### src/rtl/rtmc_pkg.sv
// Shared types for the RTMC SPI front end: command byte layout and
// the frame-level state encoding.
package rtmc_pkg;

    localparam logic SPI_RW_READ = 1'b1;

    typedef struct packed {
        logic       rw;
        logic [6:0] addr;
    } spi_cmd_t;

    typedef enum logic [1:0] {
        IDLE,
        CMD,
        WDATA,
        RDATA
    } spi_state_t;

endpackage

### src/rtl/rtmc_sync_edge.sv
// Multi-flop synchronizer for an asynchronous pad signal, with single-cycle
// rise/fall pulses taken from the synchronized level.
module rtmc_sync_edge #(
    parameter int STAGES = 2
) (
    input  logic i_clk,
    input  logic i_rst_n,
    input  logic i_async,
    output logic o_rise,
    output logic o_fall
);
    logic [STAGES-1:0] r_sync;
    logic              r_prev;

    // Resetting to 0 means a line already low at reset release never
    // produces a fall pulse; it must go high and low again first.
    always_ff @(posedge i_clk or negedge i_rst_n) begin
        if (!i_rst_n) begin
            r_sync <= '0;
            r_prev <= 1'b0;
        end else begin
            r_sync <= {r_sync[STAGES-2:0], i_async};
            r_prev <= r_sync[STAGES-1];
        end
    end

    assign o_rise = r_sync[STAGES-1] & ~r_prev;
    assign o_fall = ~r_sync[STAGES-1] & r_prev;

endmodule

### src/rtl/rtmc_spi_target.sv
// SPI mode-0 target: decodes a command byte plus burst data bytes into
// single-cycle register strobes with auto-incrementing address.
module rtmc_spi_target
    import rtmc_pkg::*;
#(
    parameter int SYNC_STAGES = 2,
    parameter int ADDR_W      = 7,
    parameter int DATA_W      = 8
) (
    input  logic              i_clk,
    input  logic              i_rst_n,
    input  logic              i_sclk,
    input  logic              i_cs,
    input  logic              i_mosi,
    output logic              o_miso,
    output logic [ADDR_W-1:0] o_reg_addr,
    output logic [DATA_W-1:0] o_reg_wdata,
    output logic              o_reg_we,
    output logic              o_reg_re,
    input  logic [DATA_W-1:0] i_reg_rdata,
    output logic              o_frame_active,
    output logic              o_frame_err
);
    localparam int CNT_W = $clog2(DATA_W);

    spi_state_t             r_state;
    spi_state_t             w_state_next;
    logic [SYNC_STAGES-1:0] r_mosi_sync;
    logic                   w_mosi_s;
    logic                   w_sclk_rise;
    logic                   w_sclk_fall;
    logic                   w_cs_rise;
    logic                   w_cs_fall;
    logic                   w_in_frame;
    logic                   w_shift;
    logic                   w_fall;
    logic                   w_byte_done;
    logic [CNT_W-1:0]       r_bitcnt;
    logic [DATA_W-1:0]      r_rx;
    logic [DATA_W-1:0]      r_tx;
    logic [DATA_W-1:0]      r_hold;
    logic [DATA_W-1:0]      w_rx_next;
    logic                   r_boundary;
    logic [ADDR_W-1:0]      r_reg_addr;
    logic [DATA_W-1:0]      r_reg_wdata;
    logic                   r_we;
    logic                   r_re;
    logic                   r_re_d;
    logic                   r_addr_inc;
    logic                   r_frame_err;
    spi_cmd_t               w_cmd;

    rtmc_sync_edge #(.STAGES(SYNC_STAGES)) u_sclk_sync (
        .i_clk   (i_clk),
        .i_rst_n (i_rst_n),
        .i_async (i_sclk),
        .o_rise  (w_sclk_rise),
        .o_fall  (w_sclk_fall)
    );

    rtmc_sync_edge #(.STAGES(SYNC_STAGES)) u_cs_sync (
        .i_clk   (i_clk),
        .i_rst_n (i_rst_n),
        .i_async (i_cs),
        .o_rise  (w_cs_rise),
        .o_fall  (w_cs_fall)
    );

    // mosi gets the same depth as sclk so a sampled bit lines up with its edge.
    always_ff @(posedge i_clk or negedge i_rst_n) begin
        if (!i_rst_n) r_mosi_sync <= '0;
        else          r_mosi_sync <= {r_mosi_sync[SYNC_STAGES-2:0], i_mosi};
    end

    assign w_mosi_s    = r_mosi_sync[SYNC_STAGES-1];
    assign w_in_frame  = (r_state != IDLE);
    assign w_shift     = w_sclk_rise & w_in_frame & ~w_cs_rise;
    assign w_fall      = w_sclk_fall & w_in_frame & ~w_cs_rise;
    assign w_byte_done = w_shift & (r_bitcnt == '1);
    assign w_rx_next   = {r_rx[DATA_W-2:0], w_mosi_s};
    assign w_cmd       = spi_cmd_t'(w_rx_next[7:0]);

    always_ff @(posedge i_clk or negedge i_rst_n) begin
        if (!i_rst_n) r_state <= IDLE;
        else          r_state <= w_state_next;
    end

    always_comb begin
        w_state_next = r_state;
        if (w_cs_rise) begin
            w_state_next = IDLE;
        end else begin
            case (r_state)
                IDLE:    if (w_cs_fall) w_state_next = CMD;
                CMD:     if (w_byte_done)
                             w_state_next = (w_cmd.rw == SPI_RW_READ) ? RDATA : WDATA;
                default: w_state_next = r_state;
            endcase
        end
    end

    always_comb begin
        o_frame_active = w_in_frame;
        o_miso         = w_in_frame & r_tx[DATA_W-1];
    end

    always_ff @(posedge i_clk or negedge i_rst_n) begin
        if (!i_rst_n) begin
            r_bitcnt    <= '0;
            r_rx        <= '0;
            r_tx        <= '0;
            r_hold      <= '0;
            r_boundary  <= 1'b0;
            r_reg_addr  <= '0;
            r_reg_wdata <= '0;
            r_we        <= 1'b0;
            r_re        <= 1'b0;
            r_re_d      <= 1'b0;
            r_addr_inc  <= 1'b0;
            r_frame_err <= 1'b0;
        end else begin
            r_we        <= 1'b0;
            r_re        <= 1'b0;
            r_addr_inc  <= 1'b0;
            r_frame_err <= 1'b0;
            r_re_d      <= r_re;
            if (r_re_d)     r_hold     <= i_reg_rdata;
            if (r_addr_inc) r_reg_addr <= r_reg_addr + ADDR_W'(1);

            if (w_cs_rise) begin
                r_bitcnt    <= '0;
                r_boundary  <= 1'b0;
                r_frame_err <= (r_bitcnt != '0);
            end else if (!w_in_frame) begin
                if (w_cs_fall) begin
                    r_bitcnt   <= '0;
                    r_rx       <= '0;
                    r_tx       <= '0;
                    r_hold     <= '0;
                    r_boundary <= 1'b0;
                end
            end else begin
                if (w_shift) begin
                    r_rx     <= w_rx_next;
                    r_bitcnt <= r_bitcnt + CNT_W'(1);
                end
                if (w_byte_done) begin
                    r_boundary <= 1'b1;
                    case (r_state)
                        CMD: begin
                            r_reg_addr <= ADDR_W'(w_cmd.addr);
                            r_re       <= (w_cmd.rw == SPI_RW_READ);
                        end
                        WDATA: begin
                            r_reg_wdata <= w_rx_next;
                            r_we        <= 1'b1;
                            r_addr_inc  <= 1'b1;
                        end
                        RDATA: begin
                            r_reg_addr <= r_reg_addr + ADDR_W'(1);
                            r_re       <= 1'b1;
                        end
                        default: ;
                    endcase
                end
                // Loading on the first fall after a completed byte keeps the
                // fresh MSB on miso instead of shifting it away immediately.
                if (w_fall) begin
                    if (r_boundary) begin
                        r_tx       <= r_hold;
                        r_boundary <= 1'b0;
                    end else begin
                        r_tx <= {r_tx[DATA_W-2:0], 1'b0};
                    end
                end
            end
        end
    end

    assign o_reg_addr  = r_reg_addr;
    assign o_reg_wdata = r_reg_wdata;
    assign o_reg_we    = r_we;
    assign o_reg_re    = r_re;
    assign o_frame_err = r_frame_err;

endmodule

### config.mk
export PLATFORM = sky130hd
export DESIGN_NAME = rtmc_spi_target
export DESIGN_NICKNAME = d
export VERILOG_FILES = /design/src/rtl/rtmc_pkg.sv /design/src/rtl/rtmc_sync_edge.sv /design/src/rtl/rtmc_spi_target.sv
export SDC_FILE = /design/constraint.sdc
export NUM_CORES = 1
export LEC_CHECK = 0
export ABC_CLOCK_PERIOD_IN_PS = 4900
export CORE_ASPECT_RATIO = 1.75
export CORE_MARGIN = 4
export CORE_UTILIZATION = 50
export DETAILED_ROUTE_END_ITERATION = 6
export GPL_TIMING_DRIVEN = 0
export PLACE_DENSITY = 0.73
export SYNTH_ARGS = -nofsm -noshare
export SYNTH_HDL_FRONTEND = slang
export SYNTH_SLANG_ARGS = --single-unit
### constraint.sdc
create_clock -name i_clk -period 4.9 [get_ports i_clk]
set_input_delay 0.98 -clock i_clk [delete_from_list [all_inputs] [get_ports i_clk]]
set_output_delay 0.98 -clock i_clk [all_outputs]
set_load 0.05 [all_outputs]
==> impl_metrics.json, run 1 <==
{
  "vias": 1805,
  "hold_path.class": "flop to flop",
  "p_sw_mw": 0.185,
  "synth_cells": 220,
  "wl_um": 4970,
  "layout_common_cells": "dfrtp_1, clkdlybuf4s50_1, mux2i_1",
  "rsz0062_at_grt": "false",
  "ir_worst_vdd_mv": 0.240,
  "first_pass_iters": 4,
  "cp-endpoint": "o_miso",
  "ys_types": 37,
  "leakagePower_nw": 1.31,
  "fin_crit_ns": 3.00,
  "finalMaxSlewViolations": 0,
  "crit_path_end_kind": "output port",
  "cts_buffer_depth": 2,
  "reg2reg_to": "o_reg_addr[3]$_DFF_PN0_",
  "hold_viol_final": 0,
  "synth_top_area_share": 0.561,
  "max_freq_mhz": 334,
  "final_layout_size_suffix_gt1_frac": 0.119,
  "ant_nets": 0,
  "grt_pass1_wl_um": 8240,
  "die_h_um": 102,
  "area_growth_pct": 20.5,
  "ys_ff_latch": 56,
  "grt.total_usage": 0.176,
  "grt_antenna_before_repair": 0,
  "hpwlAfterDp_um": 3680,
  "synth-seq-area-share": 0.561,
  "worstMarginPinSlew_ns": 0.603,
  "critPathMaxFanout": 6,
  "hold_buffers": 0,
  "drc_errors": 0,
  "clock_latency_ns": 0.31,
  "finalWeightedCongestion": 0.819,
  "path_clk_slew_ns": 0.10,
  "post_cts_buffers": 0,
  "drt-vias-per-instance": 5.77,
  "fin_ws_ns": 1.90,
  "final_common_cell": "dfrtp_1",
  "criticalPathCategory": "flop to output port",
  "synthesis.area_um2": 2500,
  "synth-main-ff-cell": "dfrtp_1",
  "row_count": 33,
  "reg2reg_depth": 7,
  "p_comb_frac": 0.063,
  "n_fill_cell": 379,
  "powerDensity_nw_per_um2": 275,
  "grt_start_max_net_pins": 39,
  "wl_per_cell_um": 15.9,
  "dieArea_um2": 6240,
  "die_w_um": 61.4,
  "grt-ovfl-total": 0,
  "pwr-share-clk": 0.357,
  "rrSetupSlack_ns": 2.97,
  "numCtsBuffers": 5,
  "portBuffers": 32,
  "synth_edf_count": 0,
  "outcome": "finished, final reports clean",
  "syn_nets": 237,
  "r2r_start": "r_bitcnt[0]$_DFFE_PN0P_",
  "setup_tns_ns": 0,
  "start_util": 0.526,
  "boundaryPins": 33,
  "cp-startpoint": "r_state[0]$_DFFE_PN0P_",
  "core_area_um2": 4750,
  "drt_iter0_drc": 80,
  "syn_avg_cell_area_um2": 11.4,
  "fin_crit_sh": 0.611,
  "hold_start": "r_mosi_sync[0]$_DFF_PN0_",
  "htree_levels": 2,
  "required_ns": 3.92,
  "maxCapViolCount": 0,
  "ys_warn_count": 0,
  "cts_resized": 0,
  "fin_skew_ns": 0.00850,
  "clock_sinks": 56,
  "grt_pass1_vias": 1768,
  "final_nets": 277,
  "n_antenna_cell": 0,
  "dpl_worst_slack_ns": 2.23,
  "power_frac_seq": 0.579,
  "synth_area_leaders": "dfrtp_1, mux2i_1, mux2_2",
  "synthArstFlopShare": 1.00,
  "finalSetupViolations": 0,
  "cts_tree": "yes",
  "arrival_ns": 2.02,
  "power.internal_mw": 0.643,
  "max-slew-margin-rel": 0.598,
  "yosys.area.top_type": "dfrtp_1",
  "cts_root_buf": "clkbuf_8",
  "start_kind": "flop",
  "switching_share": 0.224
}
-- synthesized netlist by cell type, drive strengths merged, types with 2 or more instances --
library cell  number
ha                 4
and2               4
nor4b              2
a21oi              5
nor2              10
nand3b             2
nand4b             3
xor2               2
dfrtp             56
a22o               2
mux2i             19
nor3               9
o21ai             16
o31ai              4
o22ai              3
clkbuf             5
a311oi             3
inv               10
nand2b             2
nand2             14
and3               5
mux2               9
buf                5
nand3             18
-- flip-flops by register name, summed over array words and instances, names as in the netlist --
signal and cells:
r_boundary 1, r_hold 8, u_cs_sync.r_prev 1, r_addr_inc 1
r_re_d 1, u_sclk_sync.r_sync 2, u_cs_sync.r_sync 2, r_mosi_sync 2
r_bitcnt 3, r_state 2, o_reg_addr 7, o_reg_wdata 8
r_tx 8, u_sclk_sync.r_prev 1, o_reg_re 1, r_rx 7
o_frame_err 1
-- worst min path at each step --
stage                                           end  slack (ns)  depth (start not counted)
floorplan                  r_mosi_sync[1]$_DFF_PN0_        0.33                          0
global placement      u_cs_sync.r_sync[1]$_DFF_PN0_        0.33                          0
detailed placement    u_cs_sync.r_sync[1]$_DFF_PN0_        0.34                          0
CTS                        r_mosi_sync[1]$_DFF_PN0_        0.36                          0
global route        u_sclk_sync.r_sync[1]$_DFF_PN0_        0.37                          0
finish                     r_mosi_sync[1]$_DFF_PN0_        0.36                          0
-- final cells by class --
class / instances / area, um^2 / area share
Clock inverter: 3 / 42.5 / 0.0141
Multi-Input combinational cell: 144 / 1000 / 0.333
Buffer: 10 / 56.3 / 0.0187
Clock buffer: 5 / 68.8 / 0.0229
Timing Repair Buffer: 33 / 335 / 0.111
Sequential cell: 56 / 1400 / 0.466
Inverter: 10 / 37.5 / 0.0125
Tap cell: 52 / 65.1 / 0.0216
-- metrics by stage --
stage | instances | hold slack [ns] | total power [mW] | cell area (um^2) | utilization
after floorplan | 220 | 0.331 | 0.511 | 2500 | -
after global placement | 304 | 0.333 | 0.540 | 2880 | 0.607
after detailed placement | 305 | 0.336 | 0.542 | 2900 | 0.611
after CTS | 313 | 0.361 | 0.834 | 3010 | 0.634
after global routing | 313 | 0.372 | 0.854 | 3010 | 0.634
final | 313 | 0.359 | 0.828 | 3010 | 0.634
-- routing by layer --
| metal | vias up | GRT usage | wire (um) |
|---|---|---|---|
| met5 | - | 0 | 0 |
| met4 | 0 | 0.0637 | 111 |
| met3 | 10 | 0.0370 | 183 |
| met2 | 46 | 0.307 | 2650 |
| met1 | 883 | 0.207 | 2030 |
| li1 | 866 | - | - |
-- power groups by stage --
stage / Sequential (mW) / Clock, mW / Combinational (mW)
2_1_floorplan: 0.487 / 0 / 0.0234
3_3_place_gp: 0.489 / 0 / 0.0512
3_5_place_dp: 0.489 / 0 / 0.0535
4_1_cts: 0.480 / 0.300 / 0.0537
5_1_grt: 0.482 / 0.314 / 0.0584
6_report: 0.480 / 0.296 / 0.0524
-- cells by family (layout without fill, tap and decap cells) --
family                   count (synthesis)  in the layout  synth area share
AO/OA/AOI/OAI                           38             38             0.101
XOR/XNOR                                 2              2           0.00701
adder cells (fa/ha/maj)                  4              4            0.0200
buffers and inverters                   20             61            0.0376
flip-flops                              56             56             0.561
multiplexers                            28             28             0.117
AND/OR/NAND/NOR                         72             72             0.157
-- worst max-delay path, cell delays in order, from the launching register on --
cell	delay (ns)
dfrtp_1	0.44
nor2_1	0.29
inv_2	0.12
and2_1	0.17
clkdlybuf4s50_1	0.69
(Power assumes the default switching activity.)
==> run 2, diff against run 1 <==
ABC_CLOCK_PERIOD_IN_PS = 3050   (was 4900)
clock period = 3.05 ns   (was 4.9 ns; I/O delays follow)
==> results of run 2 <==
Same layout as run 1 (identical final DEF). Status: finished, final reports clean.
Main changes from that run: setup slack after placement 2.23 ns -> 0.749 ns; setup slack after layout 1.90 ns -> 0.424 ns; hold slack 0.359 ns -> 0.228 ns; register-to-register setup slack 2.97 ns -> 1.12 ns; total power 0.828 mW -> 1.33 mW; worst IR drop on VDD 0.240 mV -> 0.385 mV
==> run 3, diff against run 2 <==
GPL_TIMING_DRIVEN = not set   (was 0)
PLACE_DENSITY = 0.74   (was 0.73)
SLEW_MARGIN = 10   (was not set)
SYNTH_HIERARCHICAL = 1   (was not set)
==> run 3 against run 2 <==
  * Core utilization is 2.0 points lower
  * Design area decreased by 3.2%
  * First-iteration DRC count shrank 50%
  * Global-route usage down 1.2 points
  * Critical path depth up 1
  * Critical endpoint is now o_frame_active
  * Largest power group unchanged
==> impl_metrics.json, run 3 <==
{
  "critPathTopFamily": "buffers and inverters",
  "numCtsBuffers": 5,
  "finalSetupViolations": 0,
  "n_antenna_cell": 0,
  "start_util": 0.519,
  "synth_area_leaders": "dfrtp_1, mux2i_1, nand2_1",
  "final_common_cell": "dfrtp_1",
  "die_w_um": 61.1,
  "max_freq_mhz": 363,
  "post_cts_buffers": 0,
  "stdcell_area_um2": 2910,
  "path_clk_slew_ns": 0.08,
  "power.internal_mw": 0.987,
  "synthesis.area_um2": 2460,
  "pwr-share-clk": 0.311,
  "fin_crit_ns": 2.75,
  "yosys-top-cells-count": "dfrtp_1, nand2_1, nor2_1, mux2i_1, o21ai_0",
  "ir_worst_vdd_mv": 0.386,
  "cts_tree": "yes",
  "final_cells": 309,
  "n_fill_cell": 409,
  "first_pass_iters": 4,
  "required_ns": 2.44,
  "grt_pass1_vias": 1582,
  "switching_share": 0.234,
  "grt_antenna_before_repair": 0,
  "placed_area_um2": 2820,
  "synthArstFlopShare": 1.00,
  "cts_root_buf": "clkbuf_8",
  "grt_pass1_wl_um": 7450,
  "drt_iter0_drc": 40,
  "portBuffers": 32,
  "fin_skew_ns": 0.00707,
  "hold_path.class": "flop to flop",
  "ys_ff_latch": 56,
  "p_comb_frac": 0.087,
  "crit_chain": "nor2_1 -> buf_4 -> inv_1 -> buf_4 -> clkdlybuf4s50_1",
  "htree_levels": 2,
  "wl_um": 4650,
  "rsz0062_at_grt": "false",
  "yosys.area.top_type": "dfrtp_1",
  "drc_errors": 0,
  "synth-main-ff-cell": "dfrtp_1",
  "outcome": "finished, final reports clean",
  "wl_per_cell_um": 15.0,
  "ant_nets": 0,
  "final_layout_size_suffix_gt1_frac": 0.105,
  "powerDensity_nw_per_um2": 442,
  "whs_path_depth": 0,
  "final_nets": 273,
  "die_h_um": 101,
  "synth_cells": 222,
  "clock_latency_ns": 0.31,
  "arrival_ns": 2.14,
  "route.met3.wl_um": 158,
  "syn_nets": 239,
  "drt-vias-per-instance": 5.59,
  "finalMaxSlewViolations": 0,
  "cts_buffer_depth": 2,
  "p_sw_mw": 0.301,
  "synth-seq-area-share": 0.569,
  "crit_path_end_kind": "output port",
  "dieArea_um2": 6160,
  "grt_start_max_net_pins": 57,
  "finalWeightedCongestion": 0.781,
  "wl_met2_um": 2550,
  "critPathMaxFanout": 12,
  "fin_crit_sh": 0.903,
  "hpwlAfterDp_um": 3370,
  "dp_cells": 301,
  "critPathBufInv": 4,
  "hold_viol_final": 0,
  "row_count": 33,
  "grt.total_usage": 0.164,
  "synth_edf_count": 0,
  "ys_types": 40,
  "reg2reg_depth": 6,
  "path_depth": 5,
  "core_area_um2": 4750,
  "vias": 1726,
  "setup_tns_ns": 0,
  "syn_avg_cell_area_um2": 11.1,
  "criticalPathCategory": "flop to output port",
  "yosysMostFrequentCell": "dfrtp_1",
  "ys_warn_count": 6,
  "slowest_stage": "clkdlybuf4s50_1",
  "layout_common_cells": "dfrtp_1, clkdlybuf4s50_1, nand2_1",
  "path_common_cell": "buf_4",
  "leakagePower_nw": 1.29,
  "clock_sinks": 56,
  "worstMarginPinSlew_ns": 0.673,
  "start_kind": "flop",
  "maxCapViolCount": 0,
  "cts_resized": 0,
  "wl_met1_um": 1850,
  "hold_buffers": 0,
  "synth_top_area_share": 0.569,
  "boundaryPins": 33,
  "area_growth_pct": 18.3,
  "routed.top_layer": "met4",
  "grt-ovfl-total": 0,
  "power_frac_seq": 0.602,
  "max-slew-margin-rel": 0.551,
  "slowest_delay_ns": 0.82
}
## run 3: changes by cell type in the layout (fill, tap and decap cells not counted), moves of 4 or more
cell | before | now
nand2_1 | 14 | 26
buf_4 | 0 | 5
nor3_1 | 7 | 1
nand3_1 | 17 | 5
nand4_1 | 0 | 4
nor2_1 | 10 | 23
## run 3: worst register-to-register path: stages, from the launching register on
cell	delay, ns
dfrtp_1	0.42
ha_1	0.18
ha_1	0.18
nand4b_1	0.44
or4_1	0.65
nand2_1	0.08
a221oi_1	0.07
## run 3: routing by layer
layer	global-route usage	vias up
li1	-	840
met1	0.191	846
met2	0.279	34
met3	0.0346	6
met4	0.0751	0
met5	0	-
## run 3: power by group through the flow
| stage | logic (mW) | registers, mW | clock network (mW) |
|---|---|---|---|
| 3_3_place_gp | 0.113 | 0.789 | 0 |
| 4_1_cts | 0.114 | 0.776 | 0.415 |
| 6_report | 0.112 | 0.775 | 0.400 |
| 2_1_floorplan | 0.0640 | 0.787 | 0 |
| 5_1_grt | 0.126 | 0.778 | 0.451 |
| 3_5_place_dp | 0.113 | 0.791 | 0 |
## run 3: layout make-up
type | count | area [um^2] | share of cell area
inverter | 7 | 26.3 | 0.00902
sequential | 56 | 1400 | 0.481
multi-input combinational | 149 | 978 | 0.336
timing repair buffer | 37 | 353 | 0.121
clock buffer | 8 | 90.1 | 0.0309
tap | 52 | 65.1 | 0.0223
## run 3: worst paths after layout
kind | from | slack (ns) | endpoint
worst max register to register | r_bitcnt[0]$_DFFE_PN0P_ | 0.90 | o_reg_addr[6]$_DFF_PN0_
worst max-delay path | r_state[1]$_DFFE_PN0P_ | 0.30 | o_frame_active
min in group asynchronous | i_rst_n | 0.40 | o_frame_err$_DFF_PN0_
worst min-delay path | u_sclk_sync/r_sync[0]$_DFF_PN0_ | 0.35 | u_sclk_sync/r_sync[1]$_DFF_PN0_
worst min register to register | u_sclk_sync/r_sync[0]$_DFF_PN0_ | 0.35 | u_sclk_sync/r_sync[1]$_DFF_PN0_
max in group asynchronous | i_rst_n | 2.18 | o_reg_wdata[4]$_DFFE_PN0P_
## run 3: cells by family after synthesis
family          synth area share
buf+inv                   0.0335
flops                      0.569
simple gates               0.145
xor+xnor                 0.00712
fa+ha+maj                 0.0203
mux                        0.110
compound gates             0.115
## run 3: per-stage QoR
stage                util  setup slack [ns]  hold WS (ns)  total power, mW
floorplan               -             0.636         0.314            0.851
global placement    0.595             0.639         0.333            0.902
detailed placement  0.595             0.629         0.335            0.904
CTS                 0.614             0.280         0.355             1.31
global route        0.614             0.122         0.367             1.35
finish              0.614             0.296         0.352             1.29
==> edit 1: new RTL, settings of run 2 <==
`ADDR_W`: 7 -> 6.
--- a/src/rtl/rtmc_spi_target.sv
+++ b/src/rtl/rtmc_spi_target.sv
@@ -4,7 +4,7 @@
     import rtmc_pkg::*;
 #(
     parameter int SYNC_STAGES = 2,
-    parameter int ADDR_W      = 7,
+    parameter int ADDR_W      = 6,
     parameter int DATA_W      = 8
 ) (
     input  logic              i_clk,
Ports: changed (resized o_reg_addr); port bits go from 33 to 32. No check against the original RTL was run, so the function may have changed too.
==> edit 1 against run 2 <==
  * Count of clock-buffer cells in the layout is 3 higher
  * Total power is 5.1% lower
  * Area after synthesis is 3.3% lower
  * Critical path type unchanged
  * Sequential cell count is 1 lower
  * Largest power group unchanged
  * Cell area is 3.2% lower
  * Die area is 2.9% lower
  * Core utilization is 0.97 points lower
  * Setup slack worse by 0.16 ns
  * Routed wire length is 11% lower
  * Largest cell class unchanged
==> edit 1: results (changes against run 2) <==
| Metric | Value |
|---|---|
| WL final | 4401 um (was 4970 um) |
| Clock root buffer | clkbuf_8 (unchanged) |
| Reg2reg path depth | 6 (was 7) |
| CTS Buf Count | 5 (unchanged) |
| Clk slew on worst S/H paths | 0.09 ns |
| CP max FO | 9 (was 6) |
| Share of layout cells above drive strength 1 | 16.39% (was 11.88%) |
| Max Root-Sink Buffers | 2 (unchanged) |
| Top cells by count, synth | dfrtp_1, nor2_1, mux2_2 (was dfrtp_1, mux2i_1, nand3_1) |
| Pwr dens | 433.2 nW/um2 (was 441.8 nW/um2) |
| Reg power frac | 59.7% (was 57.9%) |
| ANT cells | 0 (unchanged) |
| Relative slew slack | 57.79% (was 59.79%) |
| Post-synth top area share | 56.94% (was 56.08%) |
| Largest net degree at the start of global routing | 29 (was 39) |
| Dpl hpwl | 3347 um (was 3678 um) |
| Clock Latency Late Sink | 0.30 ns |
| Net Sw Frac | 21.66% (was 22.38%) |
| Routed via count | 1615 (was 1805) |
| Global placement routability congestion | 0.8133 (was 0.8187) |
| Nets | 254 (was 277) |
| Run status | finished clean (unchanged) |
| Syn Nets | 215 (was 237) |
| Clk power | 0.413 mW (was 0.475 mW) |
| Hold_buf cts | 0 (unchanged) |
| GR Util All Layers | 16.76% (was 17.61%) |
| Final setup TNS | 0 ns (unchanged) |
| Worst EP arrival | 2.18 ns (was 2.02 ns) |
| Top post-synthesis cells by area | dfrtp_1, mux2_2, mux2i_1, nor2_1, a22o_1 (was dfrtp_1, mux2i_1, mux2_2, nand3_1, o21ai_0) |
| DRT Pass-1 Iters | 4 (unchanged) |
| H-tree depth | 2 (unchanged) |
| Pleak | 1.310 nW (about the same) |
| Clk_skew | 0.006443 ns (was 0.008499 ns) |
| Initial antenna violation count | 0 (unchanged) |
| Port bufs | 31 (was 32) |
| Peak VDD IR | 0.3775 mV (was 0.3848 mV) |
| Min-delay worst type | primary input to asynchronous set/reset pin (unchanged) |
| Async S/R FF share, synth | 100.0% (unchanged) |
| Dpl ws | 0.4127 ns (was 0.7491 ns) |
| Placed Cells | 282 (was 305) |
| Number of vias per cell | 5.569 (was 5.767) |
| Post-CTS setup buffers | 0 (unchanged) |
| Gate Count Post-Synth | 198 (was 220) |
| Yosys warns | 0 (unchanged) |
| Starting DRT DRC Count | 41 (was 80) |
| Vias in the first global route | 1701 (was 1768) |
| Post-DP Area | 2808 um2 (was 2899 um2) |
| Register area share after synthesis | 56.94% (was 56.08%) |
| First-pass GRT wire length | 7824 um (was 8238 um) |
| Synth unique cells | 44 (was 37) |
| CTS resizes | 0 (unchanged) |
edit 1: cell count changes in the layout (fill, tap and decap cells not counted), sizes merged, moves of 5 or more:
| cell | before | now |
|---|---|---|
| a22o | 2 | 7 |
| mux2 | 9 | 18 |
| nand2 | 14 | 8 |
| nand3 | 18 | 2 |
| nor2 | 10 | 25 |
| nor3 | 9 | 2 |
| o21ai | 16 | 4 |
edit 1: final cells by class:
type                            instances  area [um2]
Fill cell                             399        1753
Sequential cell                        55        1376
Multi-Input combinational cell        127       975.9
Timing Repair Buffer                   32       325.3
Clock buffer                            8       100.1
Tap cell                               52       65.06
Buffer                                  9       43.79
Inverter                                7       26.28
edit 1: cells by family (layout without fill, tap and decap cells):
logic type / count (synthesis) / count (layout) / share of synthesized area, %
compound gates: 30 / 30 / 10.51
xor+xnor: 1 / 1 / 0.3624
fa+ha+maj: 4 / 4 / 2.070
buf+inv: 16 / 56 / 2.899
flops: 55 / 55 / 56.94
mux: 34 / 34 / 15.01
simple gates: 58 / 58 / 12.22
edit 1: path summary, 6_finish.rpt:
kind	from	end	slack, ns
worst max-delay path	r_state[0]	o_miso	0.26
worst min-delay path	i_rst_n	r_hold[2]	0.33
worst max register to register	r_state[0]	o_reg_wdata[0]	0.88
worst min register to register	r_mosi_sync[0]	r_mosi_sync[1]	0.36
max in group asynchronous	i_rst_n	r_rx[3]	2.16
min in group i_clk	r_mosi_sync[0]	r_mosi_sync[1]	0.36
edit 1: critical path: stages (launching register included):
cell and delay [ns]:
dfrtp_1 0.38, clkbuf_1 0.18, nor2_4 0.28, inv_1 0.16
and2_1 0.19, clkdlybuf4s50_1 0.69
edit 1: layer usage:
metal	GRT usage, %	share of wire (%)	up-vias
met5	0	0	-
met4	6.511	1.4	0
met3	3.218	3.4	6
met2	28.94	55	28
met1	19.88	40	801
li1	-	-	780
==> edit 2: new RTL, flow settings as in run 2 <==
Made on the original files. Make the reset (`i_rst_n`) synchronous in 4 clocked blocks. Comments in the files are not updated.
--- a/src/rtl/rtmc_sync_edge.sv
+++ b/src/rtl/rtmc_sync_edge.sv
@@ -14,7 +14,7 @@
 
     // Resetting to 0 means a line already low at reset release never
     // produces a fall pulse; it must go high and low again first.
-    always_ff @(posedge i_clk or negedge i_rst_n) begin
+    always_ff @(posedge i_clk) begin
         if (!i_rst_n) begin
             r_sync <= '0;
             r_prev <= 1'b0;
--- a/src/rtl/rtmc_spi_target.sv
+++ b/src/rtl/rtmc_spi_target.sv
@@ -67,7 +67,7 @@
     );
 
     // mosi gets the same depth as sclk so a sampled bit lines up with its edge.
-    always_ff @(posedge i_clk or negedge i_rst_n) begin
+    always_ff @(posedge i_clk) begin
         if (!i_rst_n) r_mosi_sync <= '0;
         else          r_mosi_sync <= {r_mosi_sync[SYNC_STAGES-2:0], i_mosi};
     end
@@ -80,7 +80,7 @@
     assign w_rx_next   = {r_rx[DATA_W-2:0], w_mosi_s};
     assign w_cmd       = spi_cmd_t'(w_rx_next[7:0]);
 
-    always_ff @(posedge i_clk or negedge i_rst_n) begin
+    always_ff @(posedge i_clk) begin
         if (!i_rst_n) r_state <= IDLE;
         else          r_state <= w_state_next;
     end
@@ -104,7 +104,7 @@
         o_miso         = w_in_frame & r_tx[DATA_W-1];
     end
 
-    always_ff @(posedge i_clk or negedge i_rst_n) begin
+    always_ff @(posedge i_clk) begin
         if (!i_rst_n) begin
             r_bitcnt    <= '0;
             r_rx        <= '0;
Check against the original RTL: differs if i_rst_n is asserted again (counterexample within 10 cycles, from zero or initial values and one cycle with i_rst_n low); with i_rst_n held inactive, the same outputs for 10 cycles.
==> edit 2 against run 2 <==
  * Cell area is 4.2% lower
  * Total power fell by 9.9%
  * Clock power shrank 14%
  * Area after synthesis shrank 3.2%
  * Sequential cell count stayed put
  * Global-route usage increased by 1.0 points
  * First-iteration DRC count fell by 34%
  * Setup slack improved by 0.056 ns
  * Routed wire length rose by 3.6%
  * Critical endpoint unchanged
  * Highest routed layer unchanged
==> edit 2: results (changes against run 2) <==
| Metric | Value |
|---|---|
| Largest net degree at the start of global routing | 19 (was 39) |
| Peak VDD IR | 0.3612 mV (was 0.3848 mV) |
| Vias in the first global route | 1846 (was 1768) |
| Pleak | 1.056 nW (was 1.310 nW) |
| Synth unique cells | 41 (was 37) |
| CTS Buf Count | 5 (unchanged) |
| CTS resizes | 0 (unchanged) |
| Reg2reg path depth | 5 (was 7) |
| Clock Latency Late Sink | 0.31 ns (about the same) |
| Hold Path Origin | u_cs_sync.r_sync[0] |
| Dpl hpwl | 3799 um (was 3678 um) |
| Top post-synthesis cells by area | dfxtp_1, mux2i_1, a21boi_0, nand2_1, nand3_1 (was dfrtp_1, mux2i_1, mux2_2, nand3_1, o21ai_0) |
| Starting DRT DRC Count | 53 (was 80) |
| Port bufs | 31 (was 32) |
| Syn Nets | 281 (was 237) |
| First-pass GRT wire length | 8680 um (was 8238 um) |
| Number of vias per cell | 5.414 (was 5.767) |
| Final Setup Violations | 0 (unchanged) |
| R2r setup slk | 1.19 ns (was 1.12 ns) |
| Fillers | 407 (was 379) |
| Clock root buffer | clkbuf_8 (unchanged) |
| Top cells by count, synth | dfxtp_1, mux2i_1, nand2_1 (was dfrtp_1, mux2i_1, nand3_1) |
| Synth Flop Type | dfxtp_1 (was dfrtp_1) |
| CP max FO | 8 (was 6) |
| RR Endpoint | r_hold[1] (was o_reg_addr[3]) |
| Clk_skew | 0.009348 ns (was 0.008499 ns) |
| Mux cell area share after synthesis | 10.81% (was 11.67%) |
| Yosys warns | 0 (unchanged) |
| WL final | 5150 um (was 4970 um) |
| Global placement routability congestion | 0.8558 (was 0.8187) |
| Clk slew on worst S/H paths | 0.10 ns (about the same) |
| Worst slew pin tran | 0.6167 ns (was 0.6032 ns) |
| Async S/R FF share, synth | 0% (was 100.0%) |
| Complex-gate fraction of the synthesized area | 11.43% (was 10.07%) |
| Int Power | 0.9245 mW (was 1.032 mW) |
| Run status | finished clean (unchanged) |
| Kind of critical path | register to primary output (unchanged) |
| Share of layout cells above drive strength 1 | 5.281% (was 11.88%) |
| Post-synthesis xor/xnor area fraction | 1.086% (was 0.7011%) |
| ANT cells | 0 (unchanged) |
| Initial antenna violation count | 0 (unchanged) |
| Register area share after synthesis | 46.35% (was 56.08%) |
| DRT Pass-1 Iters | 4 (unchanged) |
| Min-delay worst type | register to register (was primary input to asynchronous set/reset pin) |
| Nets | 319 (was 277) |
| Max Root-Sink Buffers | 2 (unchanged) |
| H-tree depth | 2 (unchanged) |
| Fin. max-slew vios | 0 (unchanged) |
| Critical R2R Launch | r_state[1] (was r_bitcnt[0]) |
| GR Util All Layers | 18.61% (was 17.61%) |
| Hold path cells | 1 |
| Worst EP arrival | 1.96 ns (was 2.02 ns) |
| Worst hold endpoint | u_cs_sync.r_sync[1] |
| Post-CTS setup buffers | 0 (unchanged) |
| Adder-Cell Fraction of Synth Area | 2.069% (was 2.003%) |
[edit 2: critical path, stage by stage, from the launching register on]
cell             delay [ns]
dfxtp_1                0.49
nor2_4                 0.08
inv_2                  0.15
and2_1                 0.14
clkdlybuf4s50_1        0.79
[edit 2: metal layers]
| metal | vias to the layer above | wire (um) | GRT usage [%] |
|---|---|---|---|
| met5 | - | 0 | 0 |
| met4 | 0 | 90 | 6.010 |
| met3 | 7 | 133 | 2.960 |
| met2 | 26 | 2855 | 33.80 |
| met1 | 901 | 2070 | 21.21 |
| li1 | 988 | - | - |
[edit 2: how the worst max path moves through the flow]
stage                    end  slack, ns  cells past startpoint
2_1_floorplan  o_reg_addr[6]       1.23                      5
3_3_place_gp          o_miso       0.82                      4
3_5_place_dp          o_miso       0.82                      4
4_1_cts               o_miso       0.46                      4
5_1_grt               o_miso       0.40                      4
6_report              o_miso       0.48                      4
[edit 2: per-stage QoR]
stage	hold slack (ns)	cell area, um2	util (%)	worst slack, ns	instances
finish	0.4466	2884	61.81	0.4806	355
global route	0.4750	2884	61.81	0.4040	355
CTS	0.4494	2884	61.81	0.4621	355
detailed placement	0.4245	2794	59.88	0.8196	347
global placement	0.4174	2794	59.88	0.8191	347
floorplan	0.4119	2419	-	1.235	264
[edit 2: power groups by stage]
stage          combinational (mW)  sequential [mW]  clock (mW)
2_1_floorplan              0.0274            0.755           0
3_3_place_gp               0.0522            0.757           0
3_5_place_dp               0.0519            0.757           0
4_1_cts                    0.0522            0.740       0.421
5_1_grt                    0.0565            0.741       0.449
6_report                   0.0512            0.740       0.408
[edit 2: final cells by class]
type	instances	share of cell area, %
clock inverters	3	0.7375
well taps	52	2.256
flip-flops and latches	56	38.87
clock buffers	5	2.386
repair buffers	31	10.76
multi-input cells	188	41.87
plain buffers	14	2.343
inverters	6	0.7809
